--- config.mk ---
export PLATFORM = sky130hd
export DESIGN_NAME = pipelined_barrel_shifter
export DESIGN_NICKNAME = d
export VERILOG_FILES = /design/src/rtl/barrel_shifter_pkg.sv /design/src/rtl/barrel_shift_level.sv /design/src/rtl/pipelined_barrel_shifter.sv
export SDC_FILE = /design/constraint.sdc
export NUM_CORES = 1
export LEC_CHECK = 0
export CORE_UTILIZATION = 54
export CTS_BUF_LIST = sky130_fd_sc_hd__clkbuf_4
export DETAILED_ROUTE_END_ITERATION = 10
export PLACE_DENSITY = 0.8
export SYNTH_ARGS = -nofsm -noshare
export SYNTH_HDL_FRONTEND = slang
export SYNTH_HIERARCHICAL = 1
export SYNTH_SLANG_ARGS = --single-unit
--- constraint.sdc ---
create_clock -name CLK -period 2.6 [get_ports CLK]
set_clock_uncertainty 0.2 [all_clocks]
set_input_delay 0.39 -clock CLK [delete_from_list [all_inputs] [get_ports CLK]]
set_output_delay 0.39 -clock CLK [all_outputs]
set_load 0.005 [all_outputs]
--- src/rtl/barrel_shifter_pkg.sv ---
// Shared definitions for the pipelined barrel shifter: the internal shift-mode
// encoding and the mapping of shift levels onto pipeline stages.
package barrel_shifter_pkg;

    typedef enum logic [2:0] {
        SH_SLL = 3'd0,
        SH_SRL = 3'd1,
        SH_SRA = 3'd2,
        SH_ROL = 3'd3,
        SH_ROR = 3'd4
    } shift_mode_e;

    // Rotate takes priority over the arithmetic flag; arithmetic left is plain SLL.
    function automatic shift_mode_e decode_mode(input logic ro, input logic lr, input logic la);
        if (ro) begin
            return lr ? SH_ROR : SH_ROL;
        end
        if (lr) begin
            return la ? SH_SRA : SH_SRL;
        end
        return SH_SLL;
    endfunction

    // Level k is evaluated in stage floor(k*stages/levels); with stages <= levels
    // every stage receives at least one level.
    function automatic int stage_of_level(input int k, input int stages, input int levels);
        return (k * stages) / levels;
    endfunction

endpackage

--- src/rtl/barrel_shift_level.sv ---
// One combinational level of the barrel shifter: conditionally shifts or rotates
// its input by 2^K according to the selected mode.
module barrel_shift_level
    import barrel_shifter_pkg::*;
#(
    parameter int WIDTH = 32,
    parameter int K     = 0
) (
    input  logic [WIDTH-1:0] data_in,
    input  logic             en,
    input  shift_mode_e      mode,
    input  logic             sign,
    output logic [WIDTH-1:0] data_out
);

    localparam int S = 1 << K;

    logic [WIDTH-1:0] shifted;

    // The sign input is the original operand MSB, so SRA fills correctly at every level.
    always_comb begin
        shifted = data_in;
        case (mode)
            SH_SLL:  shifted = {data_in[WIDTH-1-S:0], {S{1'b0}}};
            SH_SRL:  shifted = {{S{1'b0}}, data_in[WIDTH-1:S]};
            SH_SRA:  shifted = {{S{sign}}, data_in[WIDTH-1:S]};
            SH_ROL:  shifted = {data_in[WIDTH-1-S:0], data_in[WIDTH-1:WIDTH-S]};
            SH_ROR:  shifted = {data_in[S-1:0], data_in[WIDTH-1:S]};
            default: shifted = data_in;
        endcase
        data_out = en ? shifted : data_in;
    end

endmodule

--- src/rtl/pipelined_barrel_shifter.sv ---
// Pipelined barrel shifter: log2(WIDTH) shift levels spread over STAGES register
// cuts, each stage with a valid/ready handshake and full backpressure.
module pipelined_barrel_shifter
    import barrel_shifter_pkg::*;
#(
    parameter int WIDTH     = 32,
    parameter int STAGES    = 2,
    parameter int TAG_WIDTH = 4
) (
    input  logic                     CLK,
    input  logic                     RST,
    input  logic                     IN_VALID,
    output logic                     IN_READY,
    input  logic                     LR,
    input  logic                     LA,
    input  logic                     RO,
    input  logic [$clog2(WIDTH)-1:0] W,
    input  logic [WIDTH-1:0]         A,
    input  logic [TAG_WIDTH-1:0]     TAG,
    output logic                     OUT_VALID,
    input  logic                     OUT_READY,
    output logic [WIDTH-1:0]         Y,
    output logic [TAG_WIDTH-1:0]     Y_TAG
);

    localparam int L = $clog2(WIDTH);

    // Stage inputs: stage 0 sees the ports, stage s sees register s-1.
    logic [WIDTH-1:0]     in_data [STAGES];
    logic [L-1:0]         in_w    [STAGES];
    shift_mode_e          in_mode [STAGES];
    logic                 in_sign [STAGES];
    logic [TAG_WIDTH-1:0] in_tag  [STAGES];
    logic [STAGES-1:0]    in_valid;

    logic [WIDTH-1:0]     stage_out [STAGES];
    logic [WIDTH-1:0]     level_out [L];

    logic [WIDTH-1:0]     data_reg [STAGES];
    logic [L-1:0]         w_reg    [STAGES];
    shift_mode_e          mode_reg [STAGES];
    logic                 sign_reg [STAGES];
    logic [TAG_WIDTH-1:0] tag_reg  [STAGES];
    logic [STAGES-1:0]    valid_reg;

    logic                 adv [STAGES+1];
    logic                 unused_ctrl;

    // Ready ripples from the consumer back to the input: a stage moves when it
    // is empty or the stage after it moves.
    always_comb begin
        adv[STAGES] = OUT_READY;
        for (int s = STAGES - 1; s >= 0; s--) begin
            adv[s] = !valid_reg[s] || adv[s+1];
        end
    end

    assign IN_READY  = adv[0];
    assign OUT_VALID = valid_reg[STAGES-1];
    assign Y         = data_reg[STAGES-1];
    assign Y_TAG     = tag_reg[STAGES-1];

    generate
        for (genvar gi = 0; gi < STAGES; gi++) begin : stage_in_g
            if (gi == 0) begin : port_g
                assign in_data[gi]  = A;
                assign in_w[gi]     = W;
                assign in_mode[gi]  = decode_mode(RO, LR, LA);
                assign in_sign[gi]  = A[WIDTH-1];
                assign in_tag[gi]   = TAG;
                assign in_valid[gi] = IN_VALID;
            end else begin : reg_g
                assign in_data[gi]  = data_reg[gi-1];
                assign in_w[gi]     = w_reg[gi-1];
                assign in_mode[gi]  = mode_reg[gi-1];
                assign in_sign[gi]  = sign_reg[gi-1];
                assign in_tag[gi]   = tag_reg[gi-1];
                assign in_valid[gi] = valid_reg[gi-1];
            end
        end

        for (genvar gi = 0; gi < L; gi++) begin : level_g
            localparam int ST = stage_of_level(gi, STAGES, L);
            logic [WIDTH-1:0] level_in;

            if (gi == 0 || stage_of_level(gi - 1, STAGES, L) != ST) begin : first_g
                assign level_in = in_data[ST];
            end else begin : chain_g
                assign level_in = level_out[gi-1];
            end

            barrel_shift_level #(
                .WIDTH (WIDTH),
                .K     (gi)
            ) u_level (
                .data_in  (level_in),
                .en       (in_w[ST][gi]),
                .mode     (in_mode[ST]),
                .sign     (in_sign[ST]),
                .data_out (level_out[gi])
            );

            if (gi == L - 1 || stage_of_level(gi + 1, STAGES, L) != ST) begin : last_g
                assign stage_out[ST] = level_out[gi];
            end
        end
    endgenerate

    always_ff @(posedge CLK or posedge RST) begin
        if (RST) begin
            valid_reg <= '0;
            for (int s = 0; s < STAGES; s++) begin
                data_reg[s] <= '0;
                w_reg[s]    <= '0;
                mode_reg[s] <= SH_SLL;
                sign_reg[s] <= 1'b0;
                tag_reg[s]  <= '0;
            end
        end else begin
            for (int s = 0; s < STAGES; s++) begin
                if (adv[s]) begin
                    valid_reg[s] <= in_valid[s];
                    data_reg[s]  <= stage_out[s];
                    w_reg[s]     <= in_w[s];
                    mode_reg[s]  <= in_mode[s];
                    sign_reg[s]  <= in_sign[s];
                    tag_reg[s]   <= in_tag[s];
                end
            end
        end
    end

    // Already-consumed shift bits and the final stage's control fields are dead.
    always_comb begin
        unused_ctrl = 1'b0;
        for (int s = 0; s < STAGES; s++) begin
            unused_ctrl = unused_ctrl ^ (^w_reg[s]) ^ (^mode_reg[s]) ^ sign_reg[s];
        end
    end

endmodule

; ---- Yosys cells after proc, flatten, opt, wreduce, memory -nomap -nowiden
; Index checks and enable logic that the tools add are counted.
[totals]
reg_bits = 83
latchBits = 0
ramBits = 0
rom_bits = 0
inputBits = 48
out_inout_bits = 38
wordCells = 43
memories = 0
[op_classes]
add_sub_neg = 0
n_mul = 0
n_div = 0
order_cmp = 0
eq_ne = 8
n_shift = 0
n_mux = 19
n_bitwise = 0
reduce_logical = 7
[op_table]
columns = cell, n
row1 = one-hot mux 32 bit (5 select lines), 4
row2 = two-way mux 32 bit, 5
row3 = one-hot mux 32 bit (4 select lines), 1
row4 = two-way mux 3 bit, 5
row5 = "equality test 3 x 2 -> 1 bit, second input constant", 4
row6 = "equality test 3 x 1 -> 1 bit, second input constant", 2
row7 = "equality test 3 bit, second input constant", 2
row8 = logical NOT 3 bit, 2
row9 = two-way mux 1 bit, 3
row10 = logical NOT 1 bit, 2
row11 = logical OR 1 bit, 2
row12 = two-way mux 2 bit, 1
row13 = OR reduction 2 bit, 1

; ---- Longest topological paths before layout
; Gate-level depths: netlist (run 1).
[depth]
word_depth = 12
ltp_mapped = 14
ltp_nobuf = 11

; ---- Hierarchy
; Netlist (run 1), hierarchy kept.
[by_module_without_submodules]
columns = mod, instances, cells_each, area_each_um2, seq_area_each_um2
row1 = pipelined_barrel_shifter, 1, 179, 3194.3, 2001.9
row2 = barrel_shift_level at level_g[0].u_level, 1, 171, 1119.8, 0.0
row3 = barrel_shift_level at level_g[3].u_level, 1, 161, 1109.8, 0.0
row4 = barrel_shift_level at level_g[2].u_level, 1, 163, 1097.3, 0.0
row5 = barrel_shift_level at level_g[1].u_level, 1, 164, 1087.3, 0.0
row6 = barrel_shift_level at level_g[4].u_level, 1, 79, 679.4, 0.0

; ---- Least setup slack after synthesis (run 1)
; Ideal clock, no wire load.
[synth_timing]
kind = input -> register
startpoint = input RO
endpoint = register data_reg, in the netlist level_g[3].level_in[30]
setup_time_ps = 64
arrival_time_ps = 2824
required_ps = 2336
path_slack_ps = -489
cell_stages = 14
n_path_buf = 3
path_cell_list = or3b_2 > nand2_1 > buf_6 > o21ai_2 > and2_1 > buf_2 > buf_4 > a31oi_1 > o211ai_1 > a31oi_1 > mux2_1 > a22oi_1 > a31oi_1 > mux2_2
[synth_lines]
columns = element, line
row1 = start: declaration, pipelined_barrel_shifter.sv:16  ; input logic RO,
row2 = end signal: indexed assignment, pipelined_barrel_shifter.sv:123  ; data_reg[s] <= stage_out[s];
row3 = end: declaration, pipelined_barrel_shifter.sv:39  ; logic [WIDTH-1:0] data_reg [STAGES];

==> metrics.md, run 1 <==
| Metric | Value |
|---|---|
| Outcome | `complete, but fails checks` |
| Violated checks | `setup timing` |
| Setup ws final | `-0.205 ns` |
| CORE AREA | `0.0148 mm²` |
| RSZ-0062 raised after global routing | `true` |
| Worst Hold Class | `in2reg` |
| Num ports | `86` |
| Slew HR | `51.3%` |
| Routed via count | `8443` |
| Most frequent cells in the layout | `buf_4 (124), a21oi_1 (122), o211ai_1 (112)` |
| Crit Path Class | `in2reg` |
| Dpl cells | `1197` |
| DP Area | `approximately 0.010 mm²` |
| RR Endpoint | `Y[8]` |
| Num rows | `44` |
| Post-DP HPWL | `between 15 and 20 mm` |
| Nets@finish | `1094` |
| Fin crit share | `108%` |
| Cells after Synth | `roughly 920` |
| First-pass GRT wire length | `around 40 mm` |
| Pre-Repair DR Iteration Count | `5` |
| WP data arrival | `2.96 ns` |
| EDFF count, synth | `0` |
| Power per cell area | `just over 600 mW/mm²` |
| Met1 Resource Use GR | `39.4%` |
| Fillers | `1064` |
| Delay-heaviest family, CP | `compound AO/OA/AOI/OAI gates` |
| Crit-path slowest cell | `or3b_4` |
| Design area | `0.0110 mm²` |
| CTS tree | `done` |
| Max frequency | `356 MHz` |
| Clock transition at path regs | `0.12 ns` |
| Post-route DRC | `0` |
| Hold path depth | `3` |
| Die height | `126 µm` |
| Max stage delay on crit path | `0.41 ns` |
| Max Slew Vio Count | `0` |
| Max Cap Viol | `0` |
| Vias per inst | `6.84` |
| Final Wtd Congestion | `0.932` |
| Worst VDD drop | `0.284 mV` |
| Post-CTS Hold Buffers | `0` |
| Largest net degree at the start of global routing | `81` |
| Seq/Total Area, Yosys | `24.2%` |
| Clock Sinks | `80` |
| Setup crit start kind | `input pin` |
| Wire length per cell | `roughly 20 µm` |
| Met2 Use GR | `53.7%` |
| Root Driver | `clkbuf_4` |
| CP Cell Sequence | `buf_6 > or3b_4 > nand2_4 > buf_12 > xor2_4 > buf_6 > clkbuf_16 > o211ai_1 > a31oi_4 > o211ai_1 > a31oi_1 > mux2_4 > a22oi_1 > a31oi_1 > mux2_2` |
| Fraction of registers with async set/reset | `100%` |
| R2R cell count | `7` |
| Starting density of the core | `56.2%` |
| Minimum clock period | `~2.8 ns` |
| WP buf/inv | `4` |
| FF-to-FF Start | `in_mode[2]` |
| Die Area | `0.0158 mm²` |
| I/O Buffers | `85` |
| Setup_tns | `-4.11 ns` |
| Global Route met3 Usage | `around 4.5%` |
| Reg2Reg Setup Slack | `0.14 ns` |
| Initial antenna violation count | `1` |
| Leak Pwr | `3.98 nW` |
| Mapped Area | `roughly 0.0083 mm²` |
| # setup viols final | `32` |
| Most common cell after layout, fill and taps aside | `buf_4` |
| Syn_nets | `965` |
| TritonCTS Buffers | `9` |
| Post-route ant nets | `0` |
| Post-synth cell types | `44` |
| Worst setup EP type | `register` |
| Detailed Route WL | `~25 mm` |
| CTS max path bufs | `2` |
| Minimum hold slack | `about 0.044 ns` |
| Synthesized area per cell | `between 9 and 10 µm²` |
| Tightest Pin Transition | `0.727 ns` |
| Worst hold start | `LA` |
| Fin util | `around three quarters` |
| P&R area growth vs syn | `32.4%` |
| Top Usage Layer GRT | `met2` |
| Non-Filler Instances | `1235` |
| CP max FO | `9` |
| Total GRT Usage | `31.7%` |
| CP required | `2.75 ns` |
| Synth Flop Type | `dfrtp_1` |
| Pre-CTS setup slack | `-1.17 ns` |
| Final Hold Viols | `0` |
| Post-layout power | `6.66 mW` |
| Iter 0 DRT Violations | `778` |
| Gr ovfl total | `0` |
| Clk_lat worst skew | `approximately 0.46 ns` |
| Die Width | `126 µm` |
| Warnings from Yosys | `6` |
| Hold Path Sink | `in_mode[0]` |
| H-Tree Depth | `3` |
| Fraction of layout cells with a size suffix above 1 | `34.6%` |
| Vias in the first global route | `7927` |
| Register bit total from synthesis | `80` |
[power breakdown]
group | internal (mW) | switching (mW)
clock | 0.395 | 0.459
combinational | 2.14 | 1.74
sequential | 1.60 | 0.336
[tightest hold or removal path, stage by stage]
cell and delay, ns:
buf_6 0.07, or3b_4 0.13, a31oi_1 0.08
[cell usage after synthesis, drive strengths merged (2+ instances only)]
| cell type | number | area [µm²] |
|---|---|---|
| a31oi | 130 | 813 |
| a21oi | 127 | 636 |
| o211ai | 112 | 841 |
| mux2 | 107 | 1370 |
| nand3b | 101 | 771 |
| buf | 87 | 677 |
| dfrtp | 80 | 2000 |
| clkbuf | 34 | 128 |
| o21ai | 26 | 160 |
| nand2 | 17 | 63.8 |
| nor2b | 17 | 106 |
| a2bb2oi | 16 | 140 |
| a22oi | 14 | 105 |
| and2 | 6 | 37.5 |
| nand2b | 6 | 37.5 |
| and3b | 5 | 47.5 |
| nor2 | 5 | 26.3 |
| and2b | 4 | 30.0 |
| o22ai | 4 | 31.3 |
| xnor2 | 4 | 87.6 |
| xor2 | 4 | 87.6 |
| inv | 2 | 7.51 |
| nor4bb | 2 | 20.0 |
[cell families after synthesis]
logic type | Yosys count | synth area share, %
AOI/OAI and AO/OA | 432 | 33.3
and+or+nand+nor | 167 | 14.2
buffers and inverters | 123 | 9.80
muxes | 107 | 16.5
DFF | 80 | 24.2
xor gates and xnor gates | 8 | 2.11
[worst max path at each step]
stage,from,end,slack (ns),cells after the start
floorplan,RO,level_g[3].level_in[30],-0.38,13
global placement,LR,level_g[3].level_in[1],-1.10,14
detailed placement,LR,level_g[3].level_in[1],-1.17,15
CTS,RO,level_g[3].level_in[21],-0.18,15
global route,LA,level_g[3].level_in[8],-0.31,16
finish,LA,level_g[3].level_in[28],-0.21,15
[what timing repair did]
item                       in CTS  in global routing
setup endpoints to repair      32                 33
gates cloned                    2                  1
resized for setup              52                 21
setup buffers                   9                 11
pin swaps                      33                 40
[layer usage]
layer | wire (µm) | up-vias | share of wire [%]
met2 | 12600 | 439 | 50
met5 | 0 | - | 0
met3 | 1640 | 101 | 6.5
li1 | - | 3860 | -
met1 | 10200 | 4043 | 40
met4 | 1010 | 0 | 4.0
[layout make-up]
class	instances	area, µm²	area share [%]
clock inverter	5	82.6	0.753
sequential	80	2000	18.2
multi-input combinational	714	6200	56.5
tap	184	230	2.10
inverter	2	11.3	0.103
antenna	1	2.50	0.0228
timing repair buffer	239	2370	21.6
clock buffer	10	75.1	0.684
Power figures use the tool's default switching activity.
==> run 2, diff against run 1 <==
--- a/config.mk
+++ b/config.mk
@@ -8,7 +8,9 @@
 export CORE_UTILIZATION = 54
 export CTS_BUF_LIST = sky130_fd_sc_hd__clkbuf_4
 export DETAILED_ROUTE_END_ITERATION = 10
+export HOLD_SLACK_MARGIN = 0.08
 export PLACE_DENSITY = 0.8
+export SKIP_CTS_REPAIR_TIMING = 1
 export SYNTH_ARGS = -nofsm -noshare
 export SYNTH_HDL_FRONTEND = slang
 export SYNTH_HIERARCHICAL = 1
==> metrics.md, run 2 (synthesized netlist as in run 1, its figures left out) <==
| Metric | Value |
|---|---|
| Pre-Repair DR Iteration Count | `6` |
| Internal power | `4.11 mW` |
| Die Area | `0.0158 mm²` |
| TritonCTS Buffers | `9` |
| Sequential Power Share | `29.1%` |
| H-Tree Depth | `3` |
| Die Width | `roughly 130 µm` |
| Nets@finish | `1083` |
| Gr ovfl total | `0` |
| Largest net degree at the start of global routing | `81` |
| Tightest Pin Transition | `roughly 0.71 ns` |
| RSZ-0062 raised after global routing | `true` |
| Clk_lat worst skew | `0.46 ns` |
| WP data arrival | `3.07 ns` |
| First-pass GRT wire length | `39.8 mm` |
| Final Hold Viols | `0` |
| Num ports | `86` |
| Design area | `0.0109 mm²` |
| Die height | `126 µm` |
| CP max FO | `7` |
| Max frequency | `around 350 MHz` |
| Worst VDD drop | `0.284 mV` |
| Setup crit start kind | `input pin` |
| Post-route ant nets | `0` |
| Max Slew Vio Count | `0` |
| Post-DP HPWL | `17.8 mm` |
| Sw Ratio | `38.1%` |
| Vias per inst | `approximately 6.9` |
| Violated checks | `setup timing` |
| I/O Buffers | `between 80 and 90` |
| Final Wtd Congestion | `0.932` |
| Detailed Route WL | `25.3 mm` |
| Crit Path Class | `in2reg` |
| Starting density of the core | `a little under three fifths` |
| Clock Sinks | `80` |
| Clock Power Share | `about an eighth` |
| Leak Pwr | `3.93 nW` |
| Worst setup EP type | `register` |
| Minimum hold slack | `0.175 ns` |
| Most common cell after layout, fill and taps aside | `a21oi_1` |
| CORE AREA | `0.0148 mm²` |
| DP Area | `0.0103 mm²` |
| FF/Latch Area | `0.00200 mm²` |
| Initial antenna violation count | `1` |
| Wire length per cell | `20.7 µm` |
| Slew HR | `52.2%` |
| Power per cell area | `611 mW/mm²` |
| Switching power | `2.53 mW` |
| Gate power share | `58.0%` |
| # setup viols final | `32` |
| Routed via count | `8420` |
| Worst Hold Class | `in2reg` |
| Root Driver | `clkbuf_4` |
| Max Cap Viol | `0` |
| Area of the multi-input gates | `~0.0062 mm²` |
| CP required | `2.82 ns` |
| Outcome | `complete, but fails checks` |
| Fillers | `1091` |
| Minimum clock period | `~2.9 ns` |
| Fin crit share | `110%` |
| Most frequent cells in the layout | `a21oi_1 (124), buf_4 (114), o211ai_1 (112)` |
| Post-route DRC | `0` |
| Setup_tns | `-4.27 ns` |
| Vias in the first global route | `7778` |
| P&R area growth vs syn | `31.3%` |
| CTS max path bufs | `2` |
| Total GRT Usage | `30.7%` |
| CTS tree | `done` |
| R2R cell count | `7` |
| Clock transition at path regs | `0.14 ns` |
| Fraction of layout cells with a size suffix above 1 | `about 33%` |
| Setup ws final | `-0.255 ns` |
| Num rows | `44` |
| Hold path depth | `4` |
| Iter 0 DRT Violations | `around 780` |
[run 2: critical path, stage by stage]
cell       delay (ns)
buf_6            0.09
or3b_4           0.43
nand2_8          0.13
buf_6            0.14
xnor2_4          0.21
clkbuf_16        0.24
nand3b_1         0.13
a31oi_4          0.21
o211ai_1         0.14
a31oi_1          0.25
buf_4            0.18
o211ai_1         0.09
a31oi_1          0.26
mux2_2           0.18
[run 2: routing by layer]
layer | GRT usage [%] | vias to the layer above | routed length, µm
met5 | 0 | - | 0
met4 | 16.1 | 0 | 972
met3 | 4.55 | 86 | 1690
met2 | 52.1 | 460 | 12600
met1 | 37.9 | 4040 | 10100
li1 | - | 3834 | -
[run 2: area by class of cell]
type / instances / share of cell area, %
sequential: 80 / 18.4
clock buffer: 10 / 0.690
multi-input combinational: 714 / 57.4
antenna: 1 / 0.0230
inverter: 2 / 0.104
clock inverter: 5 / 0.759
timing repair buffer: 228 / 20.5
tap: 184 / 2.12
[run 2: power groups by stage]
stage | Clock, mW | Combinational (mW) | Sequential [mW]
after floorplan | 0 | 2.37 | 1.86
after global placement | 0 | 3.53 | 1.93
after detailed placement | 0 | 3.62 | 1.95
after CTS | 0.875 | 3.62 | 1.92
after global routing | 0.916 | 4.11 | 1.98
final | 0.858 | 3.85 | 1.93
[run 2: path summary, 6_finish.rpt]
check                                start                       to  slack (ns)
worst max-delay path                    LA  level_g[3].level_in[19]       -0.25
worst min-delay path                    RO               in_mode[0]        0.17
worst max register to register  in_mode[2]                     Y[8]        0.13
worst min register to register   in_tag[3]                 Y_TAG[3]        0.32
max in group asynchronous              RST               in_mode[1]        1.68
min in group asynchronous              RST                    Y[24]        0.18
[run 2: per-stage QoR]
step / cells / util (%) / setup WS [ns] / power, mW
floorplan: 917 / - / -0.379 / 4.24
global placement: 1197 / 69.7 / -1.10 / 5.46
detailed placement: 1197 / 69.7 / -1.17 / 5.57
CTS: 1212 / 70.8 / -0.692 / 6.42
global route: 1224 / 73.7 / -0.276 / 7.00
finish: 1224 / 73.7 / -0.255 / 6.64
==> RTL change 1, RTL diff (config.mk and constraints of run 2) <==
The parameter `TAG_WIDTH` goes from 4 to 6.
--- a/src/rtl/pipelined_barrel_shifter.sv
+++ b/src/rtl/pipelined_barrel_shifter.sv
@@ -7,3 +7,3 @@
     parameter int STAGES    = 2,
-    parameter int TAG_WIDTH = 4
+    parameter int TAG_WIDTH = 6
 ) (
Interface: changed (resized TAG and Y_TAG); port bits go from 86 to 90. No check against the original RTL was run, so the function may have changed too.
==> RTL change 1 against run 2 <==
- critical path depth unchanged
- sequential cell count increased by 4
- setup slack improved by 0.037 ns
- count of clock-buffer cells in the layout decreased by 1
- routed wire length increased by 3.3%
- the flow still finishes with violations (setup timing)
- synthesized area increased by 1.5%
- clock power decreased by 2.7%
- total power increased by 0.72%
- non-clock buffer count decreased by 4
- design area increased by 1.5%
==> RTL change 1: results (changes against run 2) <==
status:
  status: "finished, violations left"  # unchanged
  violations: "setup timing"  # unchanged
power:
  irDropWorstVdd_uv: 356  # was 284 uV
  p_leak_nw: 3.99  # was 3.93 nW
route:
  post_drt_wl_per_cell_um: 21.2  # was 20.7 um
  drt_iter0_markers: 1068  # was 781
  via_per_inst: 6.87  # was 6.88
  drt_pass1_iterations: 5  # was 6
worst_setup_path:
  cp.arrival_ns: 3.00  # was 3.07 ns
  path_max_fanout: 8  # was 7
  slowest_delay_ns: 0.42
synthesis:
  yosysSeqAreaShare: 0.250  # was 0.242
  ys_warn_count: 6  # unchanged
  synth_cell_type_count: 42  # was 44
  synthTopCellsByCount: "a31oi_1, a21oi_1, o211ai_1, nand3b_1, dfrtp_1"  # unchanged
  synthTopCellsByArea: "dfrtp_1, o211ai_1, a31oi_1, nand3b_1, mux2_4"  # unchanged
  syn-num-nets: 976  # was 965
timing:
  finalWorstSetupSlack_ns: -0.218  # was -0.255 ns
  setup_viol_count_final: 23  # was 32
place:
  gp_congestion: 0.929  # was 0.932
  place_hpwl_um: 18100  # was 17800 um
  numPortBuffers: 89  # was 85
layout:
  nNetsFinal: 1089  # was 1083
  drive_above_1_share: 0.343  # was 0.334
grt:
  grt_max_degree: 85  # was 81
  grt_pass1_wl_um: 40000  # was 39800 um
  grt.total_usage: 0.308  # was 0.307
  grt_pass1_vias: 7814  # was 7778
clock_network:
  clkLatencyLatePin_ns: 0.51  # was 0.46 ns
RTL change 1: through the flow:
| stage | setup slack [ns] | hold WS [ns] | power, W | cells | TNS [ns] |
|---|---|---|---|---|---|
| 3_5_place_dp | -1.03 | 0.294 | 0.00562 | 1205 | -29.71 |
| 4_1_cts | -0.502 | 0.131 | 0.00644 | 1221 | -13.01 |
| 6_report | -0.218 | 0.113 | 0.00669 | 1233 | -1.98 |
| 3_3_place_gp | -0.988 | 0.283 | 0.00551 | 1205 | -27.72 |
| 2_1_floorplan | -0.380 | 0.264 | 0.00428 | 926 | -5.19 |
| 5_1_grt | -0.253 | 0.106 | 0.00702 | 1233 | -3.83 |
RTL change 1: area by class of cell:
| class | instances | area [sq um] |
|---|---|---|
| antenna | 1 | 2.50 |
| clock buffer | 9 | 67.6 |
| clock inverter | 7 | 80.1 |
| fill | 1068 | 4160 |
| inverter | 2 | 11.3 |
| multi-input combinational | 718 | 6300 |
| sequential | 84 | 2100 |
| tap | 188 | 235 |
| timing repair buffer | 224 | 2240 |
RTL change 1: critical path, delay by kind of cell:
family / cells / cell delay (ns)
buf+inv: 3 / 0.34
xor+xnor: 1 / 0.09
simple gates: 2 / 0.53
mux: 2 / 0.59
compound gates: 6 / 1.04
RTL change 1: cells by family (layout without fill, tap and decap cells):
| family | count (synthesis) | in the layout | synth area share |
|---|---|---|---|
| buffers and inverters | 124 | 242 | 0.0928 |
| muxes | 111 | 111 | 0.171 |
| and+or+nand+nor | 167 | 167 | 0.138 |
| other | 0 | 1 | 0 |
| AOI/OAI and AO/OA | 432 | 432 | 0.328 |
| DFF | 84 | 84 | 0.250 |
| xor gates and xnor gates | 8 | 8 | 0.0208 |
RTL change 1: layer usage:
layer | global-route usage | up-vias | part of all wire | wire, um
met5 | 0 | - | 0 | 0
met4 | 0.151 | 0 | 0.046 | 1190
met3 | 0.0418 | 89 | 0.070 | 1820
met2 | 0.500 | 444 | 0.48 | 12400
met1 | 0.405 | 4080 | 0.41 | 10700
li1 | - | 3859 | - | -
RTL change 1: path summary, 6_finish.rpt:
path,startpoint,endpoint,cells after the start,slack [ns]
setup / recovery,LA,level_g[3].level_in[28]$_DFFE_PP0P_,14,-0.22
hold / removal,LA,in_mode[0]$_DFFE_PP0P_,4,0.11
hold reg to reg,Y[8]$_DFFE_PP0P_,Y[8]$_DFFE_PP0P_,1,0.32
max in group asynchronous,RST,level_g[3].level_in[9]$_DFFE_PP0P_,3,1.71
min in group asynchronous,RST,in_tag[2]$_DFFE_PP0P_,3,0.12
setup reg to reg,in_mode[1]$_DFFE_PP0P_,Y[10]$_DFFE_PP0P_,6,0.17
RTL change 1: report_power, final:
part           total [W]  internal (W)  switching (W)
sequential       0.00203       0.00167       0.000364
clock           0.000835      0.000307       0.000528
combinational    0.00383       0.00208        0.00175
==> RTL change 2, RTL diff (settings of run 2) <==
Without the edit above. Make the reset (`RST`) synchronous in one clocked block.
--- a/src/rtl/pipelined_barrel_shifter.sv
+++ b/src/rtl/pipelined_barrel_shifter.sv
@@ -108,3 +108,3 @@
 
-    always_ff @(posedge CLK or posedge RST) begin
+    always_ff @(posedge CLK) begin
         if (RST) begin
Formal check against the unedited RTL: differs if RST is asserted again (counterexample within 4 cycles, from zero or initial values and one cycle with RST high); with RST held inactive, the same outputs for 4 cycles.
==> RTL change 2 against run 2 <==
- the run still ends with setup timing left
- design area up 4.6%
- via count up 6.1%
- register-to-register slack worse by 0.05 ns
- largest cell class unchanged
- sequential cell count unchanged
- synthesized area up 7.7%
- routed wire length up 8.5%
- total power down 23%
- largest power group unchanged
- setup slack worse by 0.037 ns
- sequential share of layout area up 2.5 points
- die area up 7.6%
- non-clock buffer count up 13
- cell count up 4.1%
- core utilization down 2.6 points
==> RTL change 2: results (changes against run 2) <==
place:
  place_hpwl_um: 18100  # was 17800 um
  pre_cts_slack_ns: -1.08  # was -1.17 ns
  numPortBuffers: 85  # unchanged
  gp_congestion: 0.893  # was 0.932
worst_setup_path:
  path_max_fanout: 8  # was 7
synthesis:
  synthTopCellsByCount: "a21oi_1, a31oi_1, o211ai_1, nand3b_1, edfxtp_1"  # was a31oi_1, a21oi_1, o211ai_1, nand3b_1, dfrtp_1
  yosysSeqAreaShare: 0.267  # was 0.242
  synth_area_leader_cell: "edfxtp_1"  # was dfrtp_1
  synth_cell_type_count: 48  # was 44
  syn-num-nets: 1009  # was 965
  synth_edf_count: 78  # was 0
  synthTopCellsByArea: "edfxtp_1, nor3b_2, o211ai_1, a31oi_1, nand3b_1"  # was dfrtp_1, o211ai_1, a31oi_1, nand3b_1, mux2_4
  ys_async_sr_fraction: 0  # was 1.00
timing:
  worst_slew_pin_slew_ns: 0.832  # was 0.715 ns
  fin_tns_setup_ns: -6.25  # was -4.27 ns
  setup_viol_count_final: 32  # unchanged
  finalWorstSetupSlack_ns: -0.292  # was -0.255 ns
route:
  vias: 8930  # was 8420
  drt_iter0_markers: 1055  # was 781
  post_drt_wl_per_cell_um: 21.5  # was 20.7 um
power:
  p_leak_nw: 3.80  # was 3.93 nW
  irDropWorstVdd_uv: 243  # was 284 uV
grt:
  grt_pass1_vias: 7900  # was 7778
  grt_pass1_wl_um: 41100  # was 39800 um
  grt_max_degree: 66  # was 81
  grt.total_usage: 0.303  # was 0.307
min_path:
  hp-class: "in2reg"  # unchanged
clock_network:
  clkLatencyLatePin_ns: 0.48  # was 0.46 ns
status:
  violations: "setup timing"  # unchanged
  status: "finished, violations left"  # unchanged
layout:
  nNetsFinal: 1099  # was 1083
  fillers: 1149  # was 1091
  drive_above_1_share: 0.361  # was 0.334
[RTL change 2: metal layers]
layer	vias up	routed length [um]	share of wire	GRT usage
met3	92	2270	0.083	0.0395
met1	4297	10600	0.39	0.414
met4	0	1190	0.043	0.126
met2	597	13300	0.49	0.485
met5	-	0	0	0
li1	3944	-	-	-
[RTL change 2: critical path: stages]
cell,delay [ns]
buf_6,0.09
or3b_4,0.43
nand2_8,0.12
buf_6,0.12
xnor2_4,0.19
clkbuf_16,0.24
nand3b_1,0.12
a31oi_4,0.21
buf_4,0.14
a21oi_1,0.05
a31oi_1,0.18
buf_4,0.15
o211ai_1,0.12
a31oi_2,0.25
nor3b_2,0.20
[RTL change 2: path summary, 6_finish.rpt]
path                                 from                       endpoint  slack (ns)  cells past startpoint
max                                    LA  data_reg[0][24]$_SDFFCE_PN0P_       -0.29                     15
min                                   RST      valid_reg[0]$_SDFFE_PP0P_        0.17                      3
max reg2reg  mode_reg[0][0]$_SDFFCE_PN0P_  data_reg[0][35]$_SDFFCE_PN0P_        0.08                      8
min reg2reg     valid_reg[0]$_SDFFE_PP0P_      valid_reg[1]$_SDFFE_PP0P_        0.32                      2
[RTL change 2: cell families (layout without fill, tap and decap cells)]
logic type | count (synthesis) | in the layout | share of synthesized area
compound gates | 434 | 434 | 0.312
xor+xnor | 8 | 9 | 0.0196
buf+inv | 167 | 261 | 0.122
flops | 80 | 80 | 0.267
mux | 31 | 31 | 0.0450
other cells | 0 | 2 | 0
simple gates | 241 | 241 | 0.235
[RTL change 2: stage by stage]
step | cells | cell area [sq um] | hold WS (ns) | power [W]
after floorplan | 961 | 9400 | 0.221 | 0.00336
after global placement | 1236 | 10700 | 0.232 | 0.00404
after detailed placement | 1236 | 10700 | 0.293 | 0.00409
after CTS | 1252 | 10800 | 0.155 | 0.00478
after global routing | 1273 | 11400 | 0.149 | 0.00531
final | 1274 | 11400 | 0.169 | 0.00509
[RTL change 2: power breakdown]
part	switching (W)	total [W]	internal, W
clock	0.000506	0.000709	0.000204
combinational	0.00135	0.00268	0.00134
sequential	0.000108	0.00170	0.00159
[RTL change 2: area by class of cell]
cell class              count  area share
flip-flops and latches     80       0.209
repair buffers            241       0.206
well taps                 216      0.0237
diodes                      2    0.000440
clock inverters             7     0.00484
multi-input cells         715       0.548
clock buffers               9     0.00594
inverters                   4     0.00132
